==> src/rtl/wordcopy_pkg.sv <==
// Shared types and constants for the wordcopy memory-to-memory copy engine.
// Holds the FSM state encoding, the slave register offsets and address arithmetic.
package wordcopy_pkg;

  typedef enum logic [2:0] {
    ST_IDLE  = 3'd0,
    ST_READ  = 3'd1,
    ST_WAIT  = 3'd2,
    ST_LOAD  = 3'd3,
    ST_WRITE = 3'd4
  } state_e;

  localparam logic [3:0] REG_START = 4'd0;
  localparam logic [3:0] REG_DEST  = 4'd1;
  localparam logic [3:0] REG_SRC   = 4'd2;
  localparam logic [3:0] REG_NUM   = 4'd3;

  // Byte address of word `idx` past `base`; wraps modulo 2^32.
  function automatic logic [31:0] word_addr(input logic [31:0] base, input logic [31:0] idx);
    return base + (idx << 2);
  endfunction

endpackage

==> src/rtl/wordcopy_if.sv <==
// Bus bundle for wordcopy: the configuration slave port plus the memory master port.
// The slave modport is the engine's own view; the master modport is the system side.
interface wordcopy_if;

  logic [3:0]  slave_address;
  logic        slave_read;
  logic [31:0] slave_readdata;
  logic        slave_write;
  logic [31:0] slave_writedata;
  logic        slave_waitrequest;
  logic [31:0] master_address;
  logic        master_read;
  logic [31:0] master_readdata;
  logic        master_readdatavalid;
  logic        master_write;
  logic [31:0] master_writedata;
  logic        master_waitrequest;

  modport slave (
    input  slave_address, slave_read, slave_write, slave_writedata,
    input  master_readdata, master_readdatavalid, master_waitrequest,
    output slave_readdata, slave_waitrequest,
    output master_address, master_read, master_write, master_writedata
  );

  modport master (
    output slave_address, slave_read, slave_write, slave_writedata,
    output master_readdata, master_readdatavalid, master_waitrequest,
    input  slave_readdata, slave_waitrequest,
    input  master_address, master_read, master_write, master_writedata
  );

endinterface

==> src/rtl/wordcopy.sv <==
// Simple DMA: copies num_words 32-bit words from src to dest, one read/write pair at a time.
// Registers are writable only in IDLE; the slave port stalls while a copy runs.
module wordcopy
  import wordcopy_pkg::*;
(
  input  logic      clk,
  input  logic      rst,
  wordcopy_if.slave bus
);

  state_e      state_q, state_d;
  logic [31:0] dest_q, dest_d;
  logic [31:0] src_q, src_d;
  logic [31:0] num_q, num_d;
  logic [31:0] idx_q, idx_d;
  logic [31:0] data_q, data_d;

  // State and configuration registers
  always_ff @(posedge clk or posedge rst) begin
    if (rst) begin
      state_q <= ST_IDLE;
      dest_q  <= 32'd0;
      src_q   <= 32'd0;
      num_q   <= 32'd0;
      idx_q   <= 32'd0;
      data_q  <= 32'd0;
    end else begin
      state_q <= state_d;
      dest_q  <= dest_d;
      src_q   <= src_d;
      num_q   <= num_d;
      idx_q   <= idx_d;
      data_q  <= data_d;
    end
  end

  // Next-state: register writes in IDLE, copy sequencing otherwise
  always_comb begin
    state_d = state_q;
    dest_d  = dest_q;
    src_d   = src_q;
    num_d   = num_q;
    idx_d   = idx_q;
    data_d  = data_q;
    case (state_q)
      ST_IDLE: begin
        if (bus.slave_write) begin
          case (bus.slave_address)
            REG_START: begin
              idx_d = 32'd0;
              // A zero-length copy is a no-op
              if (num_q != 32'd0) state_d = ST_READ;
              else                state_d = ST_IDLE;
            end
            REG_DEST: dest_d  = bus.slave_writedata;
            REG_SRC:  src_d   = bus.slave_writedata;
            REG_NUM:  num_d   = bus.slave_writedata;
            default:  state_d = ST_IDLE;
          endcase
        end else begin
          state_d = ST_IDLE;
        end
      end
      ST_READ: begin
        if (!bus.master_waitrequest) state_d = ST_WAIT;
        else                         state_d = ST_READ;
      end
      ST_WAIT: begin
        if (bus.master_readdatavalid) begin
          data_d  = bus.master_readdata;
          state_d = ST_LOAD;
        end else begin
          state_d = ST_WAIT;
        end
      end
      ST_LOAD: state_d = ST_WRITE;
      ST_WRITE: begin
        if (!bus.master_waitrequest) begin
          if (idx_q + 32'd1 == num_q) begin
            state_d = ST_IDLE;
          end else begin
            idx_d   = idx_q + 32'd1;
            state_d = ST_READ;
          end
        end else begin
          state_d = ST_WRITE;
        end
      end
      default: state_d = ST_IDLE;
    endcase
  end

  // Master outputs decoded from registered state and index
  always_comb begin
    bus.master_read    = 1'b0;
    bus.master_write   = 1'b0;
    bus.master_address = 32'd0;
    case (state_q)
      ST_READ: begin
        bus.master_read    = 1'b1;
        bus.master_address = word_addr(src_q, idx_q);
      end
      ST_WRITE: begin
        bus.master_write   = 1'b1;
        bus.master_address = word_addr(dest_q, idx_q);
      end
      default: begin
        bus.master_read    = 1'b0;
        bus.master_write   = 1'b0;
        bus.master_address = 32'd0;
      end
    endcase
    bus.master_writedata  = data_q;
    bus.slave_waitrequest = (state_q != ST_IDLE);
  end

  // Slave read mux; the start offset and unmapped offsets read as zero
  always_comb begin
    bus.slave_readdata = 32'd0;
    if (bus.slave_read) begin
      case (bus.slave_address)
        REG_DEST: bus.slave_readdata = dest_q;
        REG_SRC:  bus.slave_readdata = src_q;
        REG_NUM:  bus.slave_readdata = num_q;
        default:  bus.slave_readdata = 32'd0;
      endcase
    end else begin
      bus.slave_readdata = 32'd0;
    end
  end

endmodule

==> src/flat_wrapper.sv <==
// flat-port wrapper written by rule: the top's interface ports become plain ports
module wordcopy_flat import wordcopy_pkg::*;
  (clk, rst, bus_slave_address, bus_slave_read, bus_slave_write, bus_slave_writedata, bus_master_readdata, bus_master_readdatavalid, bus_master_waitrequest, bus_slave_readdata, bus_slave_waitrequest, bus_master_address, bus_master_read, bus_master_write, bus_master_writedata);
  wordcopy_if bus_i ();
  input  logic clk;
  input  logic rst;
  input wire logic [$bits(bus_i.slave_address)-1:0] bus_slave_address;
  input wire logic [$bits(bus_i.slave_read)-1:0] bus_slave_read;
  input wire logic [$bits(bus_i.slave_write)-1:0] bus_slave_write;
  input wire logic [$bits(bus_i.slave_writedata)-1:0] bus_slave_writedata;
  input wire logic [$bits(bus_i.master_readdata)-1:0] bus_master_readdata;
  input wire logic [$bits(bus_i.master_readdatavalid)-1:0] bus_master_readdatavalid;
  input wire logic [$bits(bus_i.master_waitrequest)-1:0] bus_master_waitrequest;
  output wire logic [$bits(bus_i.slave_readdata)-1:0] bus_slave_readdata;
  output wire logic [$bits(bus_i.slave_waitrequest)-1:0] bus_slave_waitrequest;
  output wire logic [$bits(bus_i.master_address)-1:0] bus_master_address;
  output wire logic [$bits(bus_i.master_read)-1:0] bus_master_read;
  output wire logic [$bits(bus_i.master_write)-1:0] bus_master_write;
  output wire logic [$bits(bus_i.master_writedata)-1:0] bus_master_writedata;
  assign bus_i.slave_address = bus_slave_address;
  assign bus_i.slave_read = bus_slave_read;
  assign bus_i.slave_write = bus_slave_write;
  assign bus_i.slave_writedata = bus_slave_writedata;
  assign bus_i.master_readdata = bus_master_readdata;
  assign bus_i.master_readdatavalid = bus_master_readdatavalid;
  assign bus_i.master_waitrequest = bus_master_waitrequest;
  assign bus_slave_readdata = bus_i.slave_readdata;
  assign bus_slave_waitrequest = bus_i.slave_waitrequest;
  assign bus_master_address = bus_i.master_address;
  assign bus_master_read = bus_i.master_read;
  assign bus_master_write = bus_i.master_write;
  assign bus_master_writedata = bus_i.master_writedata;
  wordcopy u_core (.clk(clk), .rst(rst), .bus(bus_i));
endmodule
==> config.mk <==
export PLATFORM = sky130hd
export DESIGN_NAME = wordcopy_flat
export DESIGN_NICKNAME = d
export VERILOG_FILES = /design/src/rtl/wordcopy_pkg.sv /design/src/rtl/wordcopy_if.sv /design/src/rtl/wordcopy.sv /design/src/flat_wrapper.sv
export SDC_FILE = /design/constraint.sdc
export NUM_CORES = 1
export LEC_CHECK = 0
export ABC_CLOCK_PERIOD_IN_PS = 6900
export CORE_MARGIN = 10
export CORE_UTILIZATION = 30
export CTS_BUF_LIST = sky130_fd_sc_hd__clkbuf_4 sky130_fd_sc_hd__clkbuf_8
export CTS_CLUSTER_SIZE = 10
export DETAILED_ROUTE_END_ITERATION = 8
export PLACE_DENSITY = 0.51
export SETUP_SLACK_MARGIN = 0.1
export SLEW_MARGIN = 20
export SYNTH_ARGS = -nofsm -noshare
export SYNTH_HDL_FRONTEND = slang
export SYNTH_SLANG_ARGS = --single-unit
==> constraint.sdc <==
create_clock -name clk -period 6.9 [get_ports clk]
set_clock_uncertainty 0.15 [all_clocks]
set_input_delay 1.38 -clock clk [delete_from_list [all_inputs] [get_ports clk]]
set_output_delay 1.38 -clock clk [all_outputs]
set_load 0.01 [all_outputs]
==> run summary, run 1 <==
In this run the worst path has a maximum fanout of 6. After filler insertion, the fill cell instance count of the layout stands at 3541. The number of antenna violations at the first check in global routing was 0; the routability congestion estimate was 0.870.

The worst setup path is captured at an output port. For the final routed database, the setup TNS stands at 0 ns. The worst path meets setup with 0.401 ns of slack. Number of sinks on the clock net: 163.

The number of buffers created by CTS is 17. The share of total power dissipated in sequential elements is 37.0%. A synthesized cell averages 10.2 sq um. The number of vias after detailed routing was 8549; the pin count of the biggest net entering global routing was 64. After clock tree synthesis, the clock-pin slew on the worst setup and hold paths is 0.11 ns. The number of instances in the synthesized netlist was 1028; the die extent in y was 207 microns.

The launch instance of the worst min-delay path is u_core.bus.master_writedata[5]. By area the synthesized netlist is led by sky130_fd_sc_hd__dfrtp_1 (39%), sky130_fd_sc_hd__mux2_2 (20%), sky130_fd_sc_hd__ha_1 (4.2%), sky130_fd_sc_hd__nor2_1 (3.6%), sky130_fd_sc_hd__xnor2_1 (2.9%). The overall routed net length was 33.7 mm; the number of global-route vias before repair was 8995.

For this run, the top clock speed supported by timing is 0.154 GHz. The yosys synthesis warning count was 0. Internal power comes to 2.82 mW. The die width came out at 207 microns. For the number of detailed-route iterations in the first pass, the log shows 4. Class of the most critical hold timing path: flop to flop. The final instance area is 13200 sq um. The fraction of layout cells with a size suffix above 1 is 22.9%. In this run the number of H-tree levels came out at 4.

The tools report the number of violations of the max-capacitance limit as 0. For this design the total switching power over the nets is 1.76 mW. Cells fill 38.2% of the core in the end.

The worst register-to-register path ends at u_core.idx_q[9]. The die covers 42900 sq um. For the pin with the worst max-slew slack, the measured transition is 1.01 ns. The area share of the leading cell type in the synthesized netlist is 38.9%. The share of the clock period used by the worst path is 94.2%, and the placement-stage cell area is 12700 sq um.

The region available for standard cell placement spans 34500 sq um. The number of setup violations in the final report was 0. In the synthesized netlist, the cells that appear most often are sky130_fd_sc_hd__mux2_2 (190), sky130_fd_sc_hd__dfrtp_1 (163), sky130_fd_sc_hd__nor2_1 (101). The number of cells on the worst hold path was 1; the average via count per standard cell was 5.18. The run gives 38.9% as the post-synthesis sequential area ratio. After floorplanning, the core was divided into 68 placement rows.

The netlist uses 67 different library cells. Counting tap cells, the placed design contains a total of 1616 instances. The first global-routing pass estimated 53.1 mm of wire. For this run, the slowest stage of the critical path takes 0.61 ns.

STA classifies the critical path startpoint as a flop. For this block, the initial DRC count from the detailed router was 541. STA puts the critical path data required time at 5.37 ns.

The tools report the worst vdd rail ir drop as 0.149 mV. The synthesized design contains 0 enable-type register cells. The number of endpoints with negative hold slack in the final report is 0. The logs give 0 for the remaining design rule violation count and 4.58 mW for the total chip power.

The synthesis-to-layout area growth was 25.8%. After global routing the overflow that remains totals 0. The placed wire-length estimate after detailed placement is 24.7 mm, and the switching part of the total is 38.5%. The critical path starts at u_core.state_q[1]. TritonCTS built the clock tree. The worst setup path is of the flop to output port kind. By instance count, the leading cell after synthesis is sky130_fd_sc_hd__mux2_2.

Setup repair after global routing left no endpoint under its margin. The global routing usage summed across all routing layers was 15.3%. When the netlist entered floorplanning its net count stood at 1138.

Summed over all cells, the static leakage comes to 5.51 nW. The register-to-register path setup slack was 2.83 ns. After the last flow step, the layout net total stands at 1291. Launching point of the worst reg2reg path: u_core.idx_q[6]. Hold timing on the final database bottoms out at a slack of 0.364 ns. The run finished with clean final reports. In this run the remaining antenna-violating nets after routing total 0. The data arrival at the endpoint of the critical path is 4.97 ns. The repair_antennas step left the layout with diodes totalling 0.

Counting cells, the worst reg-to-reg path comes to 10. The logs give 0.522 ns for the worst slack after detailed placement and 32.3% for the worst slew margin relative to its limit. The synthesized design contains 163 register bits.

The sequential cells in the finished layout cover a total of 4080 sq um. The worst hold path terminates at u_core.bus.master_writedata[5]. Combinational cells account for 46.1% of the total power.

After synthesis, the share of flip-flops with an asynchronous set or reset is 100%. After detailed routing, the average wire length per cell comes to 20.4 microns. The tools report the clock share of power as 16.8%. For this design the top-level I/O count stands at 173. The dominant register cell in the synthesized netlist is sky130_fd_sc_hd__dfrtp_1. In the final layout, the multi-input gates occupy 6180 sq um. The deepest clock path buffer count came out at 2. The signal on the critical path passes through nor3b_4 -> mux2_2 -> ha_1 -> fa_1 -> a211oi_2 -> o21bai_2 -> a311o_1 -> o21ai_0 -> buf_4 -> a31oi_1 -> a41oi_2 -> a21oi_1 -> o31ai_1 -> clkdlybuf4s50_1. The final max-slew violation count came out at 0.

Counting I/O delays and the setup requirement, the final critical path takes 6.50 ns. The cell area that synthesis handed to floorplanning was 10500 sq um. The initial cell density of the core is 30.4%. The buffer type at the clock tree root is sky130_fd_sc_hd__clkbuf_8.

On the critical path, the stage with the largest delay is an instance of sky130_fd_sc_hd__clkdlybuf4s50_1. Leaving out filler cells and counting taps, the final layout contains 1649. The later-pin clock latency in the skew report was 0.50 ns; the number of buffer cells added on primary ports was 172.

The cell area power density works out to 347 nW/um^2. sky130_fd_sc_hd__dfrtp_1 takes more of the synthesized area than any other cell.
critical path: cells and delay by family (launching register included):
kind / cells / cell delay (ns)
adders and majority gates: 2 / 0.67
AOI/OAI and AO/OA: 8 / 1.86
and+or+nand+nor: 1 / 0.32
buffers and inverters: 2 / 0.78
muxes: 1 / 0.37
DFF: 1 / 0.47
power groups by stage:
stage	clock network [mW]	logic, mW	registers (mW)
after CTS	0.798	2.14	1.70
after global routing	0.831	2.32	1.75
after global placement	0	2.10	1.70
final	0.771	2.11	1.70
after detailed placement	0	2.11	1.71
after floorplan	0	1.35	1.63
layer usage:
layer	track usage, %	routed length [microns]	share of wire, %	vias up
met5	0	0	0	-
met4	3.56	352	1.0	0
met3	4.05	1600	4.8	22
met2	24.8	15700	47	169
met1	20.0	16000	48	4276
li1	-	-	-	4082
timing repair:
| action | CTS | global route |
|---|---|---|
| endpoints found under the setup margin | 2 | 4 |
| pin swaps | 1 | 1 |
| buffers inserted | 0 | 1 |
| cloned | 0 | 0 |
| hold buffers | 0 | 0 |
| gates resized for setup | 7 | 5 |
sequential cells by signal, summed over array words and instances (netlist names):
name                         flops
u_core.dest_q                   32
u_core.bus.master_writedata     32
u_core.idx_q                    32
u_core.src_q                    32
u_core.num_q                    32
u_core.state_q                   3
cells in the final DEF, fill, tap and decap left out, types with 4 or more instances in the layout:
| master | instances |
|---|---|
| sky130_fd_sc_hd__a22o_1 | 27 |
| sky130_fd_sc_hd__nor2_1 | 100 |
| sky130_fd_sc_hd__nor3b_1 | 5 |
| sky130_fd_sc_hd__clkdlybuf4s50_1 | 169 |
| sky130_fd_sc_hd__nor3_1 | 9 |
| sky130_fd_sc_hd__inv_6 | 5 |
| sky130_fd_sc_hd__a31oi_1 | 7 |
| sky130_fd_sc_hd__or2_2 | 4 |
| sky130_fd_sc_hd__o21ai_1 | 21 |
| sky130_fd_sc_hd__mux2i_1 | 5 |
| sky130_fd_sc_hd__inv_1 | 13 |
| sky130_fd_sc_hd__nor2b_1 | 9 |
| sky130_fd_sc_hd__nand4_1 | 18 |
| sky130_fd_sc_hd__nand3b_1 | 4 |
| sky130_fd_sc_hd__clkbuf_8 | 18 |
| sky130_fd_sc_hd__nand3_1 | 30 |
| sky130_fd_sc_hd__ha_1 | 35 |
| sky130_fd_sc_hd__nand2b_1 | 4 |
| sky130_fd_sc_hd__a22oi_1 | 32 |
| sky130_fd_sc_hd__or3_1 | 4 |
| sky130_fd_sc_hd__nand2_1 | 52 |
| sky130_fd_sc_hd__xor2_1 | 33 |
| sky130_fd_sc_hd__o21bai_1 | 7 |
| sky130_fd_sc_hd__dfrtp_1 | 163 |
| sky130_fd_sc_hd__o21ai_0 | 25 |
| sky130_fd_sc_hd__buf_4 | 21 |
| sky130_fd_sc_hd__a21o_1 | 13 |
| sky130_fd_sc_hd__a211oi_1 | 8 |
| sky130_fd_sc_hd__and2_1 | 4 |
| sky130_fd_sc_hd__nor4_1 | 11 |
| sky130_fd_sc_hd__mux2_2 | 190 |
| sky130_fd_sc_hd__o22ai_1 | 6 |
| sky130_fd_sc_hd__and3_1 | 10 |
| sky130_fd_sc_hd__xnor2_1 | 35 |
| sky130_fd_sc_hd__a21oi_1 | 25 |
| sky130_fd_sc_hd__and4_1 | 5 |
logic make-up (layout without fill, tap and decap cells):
| group | after synthesis | after routing | share of synthesized area (%) |
|---|---|---|---|
| AOI/OAI and AO/OA | 207 | 207 | 13.7 |
| xor gates and xnor gates | 68 | 68 | 5.68 |
| adders and majority gates | 36 | 36 | 4.36 |
| buffers and inverters | 75 | 241 | 2.93 |
| DFF | 163 | 163 | 38.9 |
| muxes | 196 | 196 | 21.0 |
| and+or+nand+nor | 283 | 283 | 13.4 |
worst max-delay path by stage:
stage	end	slack (ns)
2_1_floorplan	u_core.bus.master_writedata[0]	0.97
3_3_place_gp	bus_master_address[30]	0.55
3_5_place_dp	bus_master_address[30]	0.52
4_1_cts	bus_master_address[30]	0.09
5_1_grt	bus_master_address[31]	0.10
6_report	bus_master_address[28]	0.40
cell type report:
class                   count  area share (%)
clock buffers              18            1.88
clock inverters            14            1.26
inverters                  14           0.436
multi-input cells         790            46.9
flip-flops and latches    163            30.9
well taps                 455            4.31
repair buffers            195            14.4
(Power assumes the default switching activity.)
==> run 2, diff against run 1 <==
--- a/config.mk
+++ b/config.mk
@@ -6,11 +6,12 @@
 export NUM_CORES = 1
 export LEC_CHECK = 0
 export ABC_CLOCK_PERIOD_IN_PS = 6900
-export CORE_MARGIN = 10
+export CORE_MARGIN = 2
 export CORE_UTILIZATION = 30
 export CTS_BUF_LIST = sky130_fd_sc_hd__clkbuf_4 sky130_fd_sc_hd__clkbuf_8
 export CTS_CLUSTER_SIZE = 10
 export DETAILED_ROUTE_END_ITERATION = 8
+export GPL_TIMING_DRIVEN = 0
 export PLACE_DENSITY = 0.51
 export SETUP_SLACK_MARGIN = 0.1
 export SLEW_MARGIN = 20
==> run summary, run 2 (same netlist as run 1, synthesis figures left out) <==
The logs give 83 for the pin count of the biggest net entering global routing and 30.5% for the initial cell density of the core. The cell area power density was 346 nW/um^2; the post-layout minimum cycle time was 6.60 ns. In this run, CTS created clock tree buffers numbering 17. The maximum clock frequency came out at 0.152 GHz. No sink is reached through more buffers than the 2 on the longest clock path. The total core area is 34500 sq um.

The number of detailed-route iterations in the first pass was 5; the clock-pin transition on the worst setup and hold timing paths was 0.10 ns. For this design, the sink count on the clock tree is 163. The number of buffer cells added on primary ports was 170; the number of standard cells in the layout, taps in and fillers out was 1691. Routability congestion estimate: 0.911. The buffer type at the clock tree root was sky130_fd_sc_hd__clkbuf_8. From bottom edge to top edge, the die measures 191 microns. In this run, the number of DRC markers left after iteration 0 of detailed routing was 446.

TritonCTS built the clock tree. Once detail routing completed, the nets flagged for antenna violations numbered 0. For the pin with the worst max-slew slack, the measured transition is 0.963 ns.

Using the TritonRoute via totals, the vias-per-cell ratio works out to 5.17. The library cell used most frequently in the layout, excluding fill and tap cells, is sky130_fd_sc_hd__mux2_2. The global routing usage summed across all routing layers is 18.9%. The run gives 1333 as the final net count. Before CTS, the worst setup slack after placement is -0.944 ns.

After routing the design area is 13400 sq um. The run finished with clean final reports. STA classifies the critical path startpoint as a flop.

Setup violations remaining at the end of the flow were counted as 0. The logs give 12800 sq um for the placement-stage cell area and 35.8% for the worst slew margin relative to its limit. At the worst endpoint, the required time is 5.37 ns.

Of the available clock period, the critical path in the final layout requires 95.6%. The remaining design rule violation count was 0. The final route contains 8738 vias. Power comes to 4.63 mW. The tools report the top-level I/O count as 173. In this run the core area contains 68 standard-cell rows. The die covers 36500 sq um.

The run gives 0.167 mV as the worst vdd rail ir drop. Data on the critical path arrives at its endpoint at 5.07 ns. The tool flagged a number of max-cap violations equal to 0.

Setup repair after global routing could not meet its margin everywhere. The average routed wire per standard cell is 20.1 microns, and the H-tree level count is 4. Hold timing on the final database bottoms out at a slack of 0.364 ns. Measured along the x axis, the die boundary spans 191 microns.

The worst setup path is of the flop to output port kind. The tools report the final max-slew violation count as 0. The number of antenna violations at the first check in global routing was 0. Along the worst path, the maximum fanout reaches 6. In this run the static leakage power is 5.62 nW.

In the post-route analysis, the smallest setup slack over all paths is 0.302 ns. Synthesis-to-layout area growth: 27.4%. Wires add up to 34.0 mm. The first global-routing pass estimated 52.9 mm of wire. The top cell types in the final layout, fill and taps aside, are sky130_fd_sc_hd__mux2_2 (190), sky130_fd_sc_hd__clkdlybuf4s50_1 (168), sky130_fd_sc_hd__dfrtp_1 (163). The tools report the placed wire-length estimate after detailed placement as 25.0 mm. The fraction of layout cells with a size suffix above 1 came out at 21.9%. In this run the worst hold path is classified as flop to flop. The number of endpoints with negative hold slack in the final report was 0. Capturing element type of the critical path: an output port. Summed over all layers, the global routing overflow is 0.

In this run, placement finished with an instance count of 1654. The clock reaches the later pin of the worst-skew pair after 0.47 ns. The logs give 8867 for the number of global-route vias before repair and 3504 for the count of fill cells added during filler insertion. The repair_antennas step left the layout with diodes totalling 0.
run 2: cell count changes in the layout (fill, tap and decap cells not counted), sizes merged:
| cell | delta |
|---|---|
| buf | +1 |
| inv | +1 |
| clkinv | -1 |
| bufinv | +1 |
| dlygate4sd2 | +1 |
| clkdlybuf4s50 | -1 |
| clkbuf | +41 |
| clkinvlp | -1 |
run 2: area by class of cell:
type / instances / area [sq um] / share of cell area, %
Multi-Input combinational cell: 790 / 6180 / 46.2
Sequential cell: 163 / 4080 / 30.5
Buffer: 61 / 283 / 2.11
Timing Repair Buffer: 176 / 1770 / 13.2
Tap cell: 455 / 569 / 4.26
Clock inverter: 14 / 186 / 1.39
Clock buffer: 18 / 248 / 1.85
Inverter: 14 / 60.1 / 0.449
run 2: where the power goes:
group          total (mW)  internal (mW)  switching [mW]
registers            1.69           1.33           0.363
clock network       0.808          0.380           0.428
logic                2.13           1.16           0.976
total                4.63           2.86            1.77
run 2: stage by stage:
| stage | setup TNS, ns | util [%] |
|---|---|---|
| 2_1_floorplan | 0 | - |
| 3_3_place_gp | -310.73 | 37.0 |
| 5_1_grt | 0 | 38.8 |
| 3_5_place_dp | -3.34 | 37.2 |
| 6_report | 0 | 38.8 |
| 4_1_cts | 0 | 38.7 |
run 2: worst max-delay path, stage by stage (launching register included):
cell	delay, ns
sky130_fd_sc_hd__dfrtp_1	0.46
sky130_fd_sc_hd__nor3b_4	0.35
sky130_fd_sc_hd__clkbuf_8	0.22
sky130_fd_sc_hd__mux2_2	0.33
sky130_fd_sc_hd__ha_1	0.23
sky130_fd_sc_hd__fa_2	0.39
sky130_fd_sc_hd__a211oi_2	0.25
sky130_fd_sc_hd__o21bai_2	0.17
sky130_fd_sc_hd__a311o_1	0.42
sky130_fd_sc_hd__o21ai_2	0.21
sky130_fd_sc_hd__a31oi_1	0.17
sky130_fd_sc_hd__a41oi_2	0.27
sky130_fd_sc_hd__a21oi_1	0.12
sky130_fd_sc_hd__o31ai_1	0.39
sky130_fd_sc_hd__clkdlybuf4s50_1	0.62
run 2: metal layers:
| metal | share of wire [%] | wire (microns) | track usage (%) |
|---|---|---|---|
| met5 | 0 | 0 | 0 |
| met4 | 0.80 | 272 | 3.07 |
| met3 | 4.3 | 1460 | 3.18 |
| met2 | 47 | 15900 | 30.8 |
| met1 | 48 | 16400 | 26.6 |
run 2: path summary, 6_finish.rpt:
path                                            startpoint                               to  slack [ns]  cells after the start
setup reg to reg                           u_core.idx_q[0]                 u_core.idx_q[12]        2.56                     12
max in group asynchronous                              rst                  u_core.idx_q[7]        4.51                      3
hold reg to reg            u_core.bus.master_writedata[30]  u_core.bus.master_writedata[30]        0.36                      1
hold / removal             u_core.bus.master_writedata[30]  u_core.bus.master_writedata[30]        0.36                      1
min in group asynchronous                              rst  u_core.bus.master_writedata[11]        1.22                      2
setup / recovery                         u_core.state_q[1]           bus_master_address[28]        0.30                     14
run 2: what timing repair did:
item | 4_1_cts | 5_1_grt
setup endpoints to repair | 22 | 4
pin swaps | 1 | 2
gates resized for setup | 21 | 6
setup buffers | 5 | 0
hold buffers | 0 | 0
